<file path="config.mk">
export PLATFORM = sky130hd
export DESIGN_NAME = oka_clmul_32bit
export DESIGN_NICKNAME = d
export VERILOG_FILES = /design/src/rtl/oka_pkg.sv /design/src/rtl/oka_clmul_16bit.sv /design/src/rtl/oka_clmul_32bit.sv
export SDC_FILE = /design/constraint.sdc
export NUM_CORES = 1
export LEC_CHECK = 0
export CORE_MARGIN = 2
export CORE_UTILIZATION = 40
export DETAILED_ROUTE_END_ITERATION = 8
export GPL_TIMING_DRIVEN = 0
export PLACE_DENSITY = 0.64
export SLEW_MARGIN = 10
export SYNTH_ARGS = -nofsm -noshare
export SYNTH_HDL_FRONTEND = slang
export SYNTH_HIERARCHICAL = 1
export SYNTH_SLANG_ARGS = --single-unit
export TNS_END_PERCENT = 30
</file>
<file path="constraint.sdc">
create_clock -name clk -period 8.55 [get_ports clk]
set_input_delay 0.855 -clock clk [delete_from_list [all_inputs] [get_ports clk]]
set_output_delay 0.855 -clock clk [all_outputs]
set_load 0.05 [all_outputs]
</file>
<file path="src/rtl/oka_pkg.sv">
// Shared widths and bit-shuffling helpers for the overlap-free Karatsuba
// carry-less multiplier (even/odd split and result interleave).
package oka_pkg;

    localparam int unsigned OKA_W  = 32;
    localparam int unsigned OKA_HW = 16;
    localparam int unsigned OKA_YW = 63;

    // Pick the even (odd=0) or odd (odd=1) coefficients of a 32-bit polynomial.
    function automatic logic [OKA_HW-1:0] oka_split(input logic [OKA_W-1:0] v,
                                                    input logic             odd);
        logic [OKA_HW-1:0] r;
        r = '0;
        for (int k = 0; k < OKA_HW; k++) begin
            r[k] = odd ? v[2*k+1] : v[2*k];
        end
        return r;
    endfunction

    // y[2k] = P0[k] ^ P1[k-1], y[2k+1] = M[k]; padding supplies P0[31]=0 and P1[-1]=0.
    function automatic logic [OKA_YW-1:0] oka_interleave(input logic [2*OKA_HW-2:0] p0,
                                                         input logic [2*OKA_HW-2:0] p1,
                                                         input logic [2*OKA_HW-2:0] m);
        logic [OKA_YW-1:0]  r;
        logic [2*OKA_HW-1:0] p0x;
        logic [2*OKA_HW-1:0] p1x;
        p0x = {1'b0, p0};
        p1x = {p1, 1'b0};
        r   = '0;
        for (int k = 0; k < 2*OKA_HW; k++) begin
            r[2*k] = p0x[k] ^ p1x[k];
        end
        for (int k = 0; k < 2*OKA_HW-1; k++) begin
            r[2*k+1] = m[k];
        end
        return r;
    endfunction

endpackage

</file>
<file path="src/rtl/oka_clmul_16bit.sv">
// Combinational 16x16 -> 31-bit carry-less multiplier (schoolbook AND/XOR array).
module oka_clmul_16bit
    import oka_pkg::*;
(
    input  logic [OKA_HW-1:0]   a_i,
    input  logic [OKA_HW-1:0]   b_i,
    output logic [2*OKA_HW-2:0] p_o
);

    always_comb begin
        p_o = '0;
        for (int i = 0; i < OKA_HW; i++) begin
            if (b_i[i]) begin
                p_o = p_o ^ ({{(OKA_HW-1){1'b0}}, a_i} << i);
            end
        end
    end

endmodule

</file>
<file path="src/rtl/oka_clmul_32bit.sv">
// Pipelined 32x32 -> 63-bit carry-less multiplier, one overlap-free Karatsuba level.
// Define OKA_PIPE_EN to register P0/P1/P2 (latency 3 instead of 2).
module oka_clmul_32bit
    import oka_pkg::*;
(
    input  logic              clk,
    input  logic              rst,
    input  logic              in_valid,
    input  logic [OKA_W-1:0]  a,
    input  logic [OKA_W-1:0]  b,
    output logic              out_valid,
    output logic [OKA_YW-1:0] y
);

    logic [OKA_W-1:0]    a_q, a_d;
    logic [OKA_W-1:0]    b_q, b_d;
    logic                vld_q, vld_d;
    logic [OKA_YW-1:0]   y_q, y_d;
    logic                out_valid_q, out_valid_d;

    logic [OKA_HW-1:0]   ae, ao, be, bo;
    logic [2*OKA_HW-2:0] p0, p1, p2;
    logic [2*OKA_HW-2:0] p0_s, p1_s, p2_s;
    logic                vld_s;

    always_comb begin
        a_d   = a;
        b_d   = b;
        vld_d = in_valid;
        ae    = oka_split(a_q, 1'b0);
        ao    = oka_split(a_q, 1'b1);
        be    = oka_split(b_q, 1'b0);
        bo    = oka_split(b_q, 1'b1);
    end

    oka_clmul_16bit u_p0 (.a_i(ae),      .b_i(be),      .p_o(p0));
    oka_clmul_16bit u_p1 (.a_i(ao),      .b_i(bo),      .p_o(p1));
    oka_clmul_16bit u_p2 (.a_i(ae ^ ao), .b_i(be ^ bo), .p_o(p2));

`ifdef OKA_PIPE_EN
    logic [2*OKA_HW-2:0] p0_q, p1_q, p2_q;
    logic                vld_p_q;

    always_ff @(posedge clk or posedge rst) begin
        if (rst) begin
            p0_q    <= '0;
            p1_q    <= '0;
            p2_q    <= '0;
            vld_p_q <= 1'b0;
        end else begin
            p0_q    <= p0;
            p1_q    <= p1;
            p2_q    <= p2;
            vld_p_q <= vld_q;
        end
    end

    always_comb begin
        p0_s  = p0_q;
        p1_s  = p1_q;
        p2_s  = p2_q;
        vld_s = vld_p_q;
    end
`else
    always_comb begin
        p0_s  = p0;
        p1_s  = p1;
        p2_s  = p2;
        vld_s = vld_q;
    end
`endif

    // Middle term M = P2^P0^P1 lands only on odd bits, so no overlap with even bits.
    always_comb begin
        y_d         = oka_interleave(p0_s, p1_s, p2_s ^ p0_s ^ p1_s);
        out_valid_d = vld_s;
    end

    always_ff @(posedge clk or posedge rst) begin
        if (rst) begin
            a_q         <= '0;
            b_q         <= '0;
            vld_q       <= 1'b0;
            y_q         <= '0;
            out_valid_q <= 1'b0;
        end else begin
            a_q         <= a_d;
            b_q         <= b_d;
            vld_q       <= vld_d;
            y_q         <= y_d;
            out_valid_q <= out_valid_d;
        end
    end

    assign y         = y_q;
    assign out_valid = out_valid_q;

endmodule

</file>
# --- Yosys cells after proc, flatten, opt, wreduce, memory -nomap -nowiden ---
# Index checks and enable logic that the tools add are counted.
word_totals:
  mem_bits_rw: 0
  mem_bits_ro: 0
  in_bits: 67
  memories: 0
  latchBits: 0
  ff_bits: 129
classes:
  bitwise: 79
  div: 0
  reduce_logical: 0
  n_lt_le_gt_ge: 0
  n_addsub: 0
  n_eq_ne: 0
  shift: 0
  mul: 0
  muxes: 48
ops:
  columns: ["operator", "count"]
  rows:
  - ["$mux W31", 45]
  - ["$xor A31 B31 Y31", 5]
  - ["$xor A31 B17 Y31", 3]
  - ["$xor A31 B18 Y31", 3]
  - ["$xor A31 B19 Y31", 3]
  - ["$xor A31 B20 Y31", 3]
  - ["$xor A31 B21 Y31", 3]
  - ["$xor A31 B22 Y31", 3]
  - ["$xor A31 B23 Y31", 3]
  - ["$xor A31 B24 Y31", 3]
  - ["$xor A31 B25 Y31", 3]
  - ["$xor A31 B26 Y31", 3]
  - ["$xor A31 B27 Y31", 3]
  - ["$xor A31 B28 Y31", 3]
  - ["$xor A31 B29 Y31", 3]
  - ["$xor A31 B30 Y31", 3]
  - ["$mux W16", 3]
  - ["$xor A16 B16 Y16", 2]
  - ["$xor A1 B1 Y1", 30]

# --- Depth between registers and ports, before layout ---
depth:
  ltp_word: 34
  ltp_mapped: 9
  depth_no_buf: 7

# --- Modules after synthesis ---
# The synthesis kept the hierarchy.
modules_own_cells:
  columns: ["module", "seq_area_each_um2", "cells_each", "n_inst", "area_each_um2"]
  rows:
  - ["oka_clmul_16bit", 0.0, 545, 3, 3983.8]
  - ["oka_clmul_32bit", 3228.1, 223, 1, 4511.8]

# --- Worst setup path after synthesis ---
# Ideal clock, no wire load.
synth_timing:
  kind: "register to register"
  start: "register b_q[15]"
  end: "register y_q[29], in the netlist y[29]"
  stages_incl_launch_ff: 10
  path_buffers: 2
  synth_period_minus_slack_ns: 1.947
  setup_time_ns: 0.136
  path_slack_ns: 6.603
  t_arrival_ns: 1.812
  cell_sequence: "dfrtp_1 xor2_1 buf_6 buf_12 nand2_4 xor2_2 xnor2_1 xnor2_1 xnor2_1 xor3_1"
synth_via:
  elab_chain_cells: 20
  word_cells_on_any_way: 37
  cone_classes: "mux: 18; bitwise: 19"
synth_rtl:
  columns: ["element", "line", "source"]
  rows:
  - ["start: declaration", "oka_clmul_32bit.sv:16", "logic [OKA_W-1:0] b_q, b_d;"]
  - ["start signal: assignment", "oka_clmul_32bit.sv:82", "b_q <= '0;"]
  - ["start signal: assignment", "oka_clmul_32bit.sv:88", "b_q <= b_d;"]
  - ["$xor A16 B16 Y16 (*)", "oka_clmul_32bit.sv:38", "oka_clmul_16bit u_p2 (.a_i(ae ^ ao), .b_i(be ^ bo), .p_o(p2));"]
  - ["$mux W31 (*)", "oka_clmul_16bit.sv:13", "if (b_i[i]) begin"]
  - ["$xor A31 B24 Y31", "oka_clmul_16bit.sv:14", "p_o = p_o ^ ({{(OKA_HW-1){1'b0}}, a_i} << i);"]
  - ["$mux W31 (*)", "oka_clmul_16bit.sv:13", null]
  - ["$xor A31 B25 Y31", "oka_clmul_16bit.sv:14", null]
  - ["$mux W31 (*)", "oka_clmul_16bit.sv:13", null]
  - ["$xor A31 B26 Y31", "oka_clmul_16bit.sv:14", null]
  - ["$mux W31 (*)", "oka_clmul_16bit.sv:13", null]
  - ["(+5 left out)", null, null]
  - ["$mux W31 (*)", "oka_clmul_16bit.sv:13", null]
  - ["$xor A31 B30 Y31", "oka_clmul_16bit.sv:14", null]
  - ["$mux W31 (*)", "oka_clmul_16bit.sv:13", null]
  - ["$xor A31 B31 Y31", "oka_clmul_16bit.sv:14", null]
  - ["$mux W31 (*)", "oka_clmul_16bit.sv:13", null]
  - ["net p2[14]", "oka_clmul_32bit.sv:22", "logic [2*OKA_HW-2:0] p0, p1, p2;"]
  - ["$xor A31 B31 Y31 (*) (2 in a row)", "oka_clmul_32bit.sv:75", "y_d = oka_interleave(p0_s, p1_s, p2_s ^ p0_s ^ p1_s);"]
  - ["net y_d[29]", "oka_clmul_32bit.sv:18", "logic [OKA_YW-1:0] y_q, y_d;"]
  - ["end signal: assignment", "oka_clmul_32bit.sv:90", "y_q <= y_d;"]
  - ["end: declaration", "oka_clmul_32bit.sv:18", null]
# Mark *: on every way through the listed nets, which the timed path passes. The rest lies on a longest branch.

# --- Final worst setup path ---
layout_timing:
  start: "register b_q[12]"
  end: "register y_q[27], in the netlist y[27]"
layout_via:
  word_cells_on_any_way: 41
  cone_classes: "mux: 20; bitwise: 21"
layout_lines:
  columns: ["element", "line"]
  rows:
  - ["$mux W31 (*)", "oka_clmul_16bit.sv:13"]
  - ["$xor A31 B23 Y31", "oka_clmul_16bit.sv:14"]
  - ["$mux W31 (*)", "oka_clmul_16bit.sv:13"]
  - ["$xor A31 B24 Y31", "oka_clmul_16bit.sv:14"]
  - ["$mux W31 (*)", "oka_clmul_16bit.sv:13"]
  - ["$xor A31 B25 Y31", "oka_clmul_16bit.sv:14"]
  - ["$mux W31 (*)", "oka_clmul_16bit.sv:13"]
  - ["$xor A31 B26 Y31", "oka_clmul_16bit.sv:14"]
  - ["(+6 left out)", null]
  - ["$mux W31 (*)", "oka_clmul_16bit.sv:13"]
  - ["$xor A31 B30 Y31", "oka_clmul_16bit.sv:14"]
  - ["$mux W31 (*)", "oka_clmul_16bit.sv:13"]
  - ["$xor A31 B31 Y31", "oka_clmul_16bit.sv:14"]
  - ["$mux W31 (*)", "oka_clmul_16bit.sv:13"]
  - ["net p0[13]", "oka_clmul_32bit.sv:22"]
  - ["$xor A31 B31 Y31 (*) (2 in a row)", "oka_clmul_32bit.sv:75"]
  - ["net y_d[27]", "oka_clmul_32bit.sv:18"]
# Marks and branches as above.

==> reports/results.tsv <==
stage	metric	value	unit
status	status	complete, no violations	
yosys	most instantiated library cell after synthesis	nand2_1	
yosys	syn avg cell area	8.861	um2
yosys	syn_nets	1925	
timing	Max-slew headroom	50.55	%
yosys	top cells by count, synth	597 x nand2_1, 435 x xnor2_1, 224 x xor2_1	
clock_tree	CTS H-Tree Depth	4	
die	die span in x	206.9	um
route	Detail Route Antenna Nets	0	
yosys	Seq cells post-synth	129	
place	routability cong.	0.9331	
setup_path	Crit Reg-Reg Startpoint	b_q[12]$_DFF_PP0_	
grt	first-pass GRT wire length	77140	um
yosys	Synth Flop Type	dfrtp_1	
clock_tree	clk slew on worst S/H paths	60	ps
clock_tree	cts hold-fix bufs	0	
route	DRC viols	0	
yosys	post-synth top area share	23.14	%
yosys	post-synthesis async set-or-reset flop share	100.0	%
yosys	Post-synth EDFFs	0	
place	post-place setup slack	5886	ps
run	Max Cap Viol	0	
setup_path	startpoint types	flip-flop	
grt	largest net degree at the start of global routing	84	
hold_path	Hold Crit Start	out_valid_d$_DFF_PP0_	
grt	initial antenna violation count	1	
timing	Tmin final	2656	ps
clock_tree	Post-CTS Setup Bufs	0	
clock_tree	CTS tree	yes	
route	First DRT Iteration DRCs	821	
yosys	post-synth cell types	16	
setup_path	Worst Path Required	8870	ps
timing	Achievable Freq	0.3765	GHz
die	core area	40740	um2
yosys	top cells by area, synth	xnor2_1 23%, dfrtp_1 20%, nand2_1 14%, xor2_1 12%, xnor2_2 7.4%	
timing	Hold Fails Final Rpt	0	
setup_path	Critical path origin	b_q[12]$_DFF_PP0_	
route	Via density	4.760	
timing	fin. max-slew vios	0	
timing	clock skew	6.760	ps
layout	diodes inserted	0	
die	I/O pins	131	
setup_path	largest fanout on the critical path	10	
place	I/O Buffers	130	
clock_tree	clk_lat worst skew	450	ps
layout	Area Growth Syn to Fin	15.71	%
die	Die Ht	206.9	um
yosys	post-synth top area cell	xnor2_1	
clock_tree	post_cts resized	0	
setup_path	arrival time worst endpoint	2970	ps
clock_tree	CTS Sinks	129	
timing	Setup-failing EPs final	0	
setup_path	worst setup path class	flip-flop to flip-flop	
route	per-cell routed wire length	19.84	um
layout	Nets	2075	
timing	Final WS setup	5894	ps
clock_tree	Num CTS Buffers	17	
pwr	Power Dens Cells	244.9	nW/um2
grt	vias in the first global route	12389	
timing	crit share post-route	31.07	%
die	starting density of the core	40.41	%
route	via count	12153	
hold_path	HP Class	flip-flop to flip-flop	
grt	GRT Total Usage	24.68	%
pwr	Worst IR Drop VDD	310.5	uV
yosys	cells after synthesis	1858	
route	drt first pass iters	5	
grt	total gr overflow	0	
yosys	sequential area share after synthesis	19.61	%
clock_tree	clk buf depth	2	
pwr	Leak	0.008069	uW
die	die area	42800	um2
yosys	Synth Warn #	6	
route	WL final	50650	um
yosys	Mapped Area	16460	um2
place	hpwl dp	39300	um
clock_tree	clock root buffer master	clkbuf_16	
die	# rows	74	
timing	Least-Margin Pin Slew	736.4	ps
timing	Setup TNS	0	ps
timing	RSZ-0062 raised after global routing	false	
setup_path	crit end category	flip-flop	
layout	share of layout cells above drive strength 1	23.16	%
==> where the power goes <==
group          internal, uW  switching (uW)
Combinational          1400            1690
Sequential              790            60.5
Clock                   432             290
Total                  2620            2040
==> per-stage QoR <==
step / cells / utilization (%) / instance area, um2 / hold WS, ps / total power, uW
5_1_grt: 2553 / 46.76 / 19050 / 368.0 / 4892
3_5_place_dp: 2521 / 45.32 / 18460 / 345.0 / 3948
2_1_floorplan: 1858 / - / 16460 / 331.2 / 3125
3_3_place_gp: 2520 / 45.24 / 18430 / 337.5 / 3927
4_1_cts: 2553 / 46.76 / 19050 / 358.4 / 4691
6_report: 2553 / 46.76 / 19050 / 356.5 / 4665
==> per-layer routing <==
metal	GRT usage (%)	vias up	wire length (um)
met1	32.69	5860	21940
li1	-	5754	-
met3	4.553	90	3244
met4	11.85	2	2366
met2	38.79	447	23090
met5	0	-	17
==> cell families after synthesis <==
group                  synth area share (%)
buffers and inverters                 12.40
XOR/XNOR                              47.24
flip-flops                            19.61
AND/OR/NAND/NOR                       20.75
==> flip-flops by register name (all words and copies together) (netlist names) <==
signal	flops
b_q	32
out_valid_d	1
a_q	32
y	63
out_valid	1
==> area by class of cell <==
type	instances	area, um2
sequential	129	3228
fill	3972	21690
inverter	1	8.758
clock buffer	18	429.2
clock inverter	14	157.7
buffer	192	2038
tap	532	665.6
timing repair buffer	131	1329
multi-input combinational	1536	11190
==> critical path, stage by stage (launching register included) <==
cell and delay, ps:
dfrtp_1 420, buf_4 200, buf_6 200, nand2_2 70
xnor2_1 170, xnor2_1 150, xnor2_1 100, xnor2_1 620
xor3_1 580
==> cell usage in the layout (no fill, tap or decap) <==
cell / count
xnor2_2: 75
buf_16: 1
buf_6: 99
buf_4: 45
xor2_2: 3
buf_2: 21
clkinv_2: 1
clkdlybuf4s50_1: 130
clkinvlp_4: 3
xnor2_1: 435
nand2_4: 21
and2_1: 6
clkinv_4: 4
inv_6: 5
dfrtp_1: 129
nand2_1: 597
xor2_1: 224
nand2_2: 144
buf_12: 15
buf_8: 12
clkbuf_1: 1
xor3_1: 31
bufinv_16: 2
clkbuf_16: 17
==> final timing paths <==
path	endpoint	slack [ps]	depth (start not counted)
hold reg to reg	out_valid$_DFF_PP0_	360	0
max in group asynchronous	y[36]$_DFF_PP0_	6960	3
setup reg to reg	y[27]$_DFF_PP0_	5890	8
min in group asynchronous	b_q[29]$_DFF_PP0_	790	2
setup / recovery	y[27]$_DFF_PP0_	5890	8
hold / removal	out_valid$_DFF_PP0_	360	0
(Power assumes the default switching activity.)
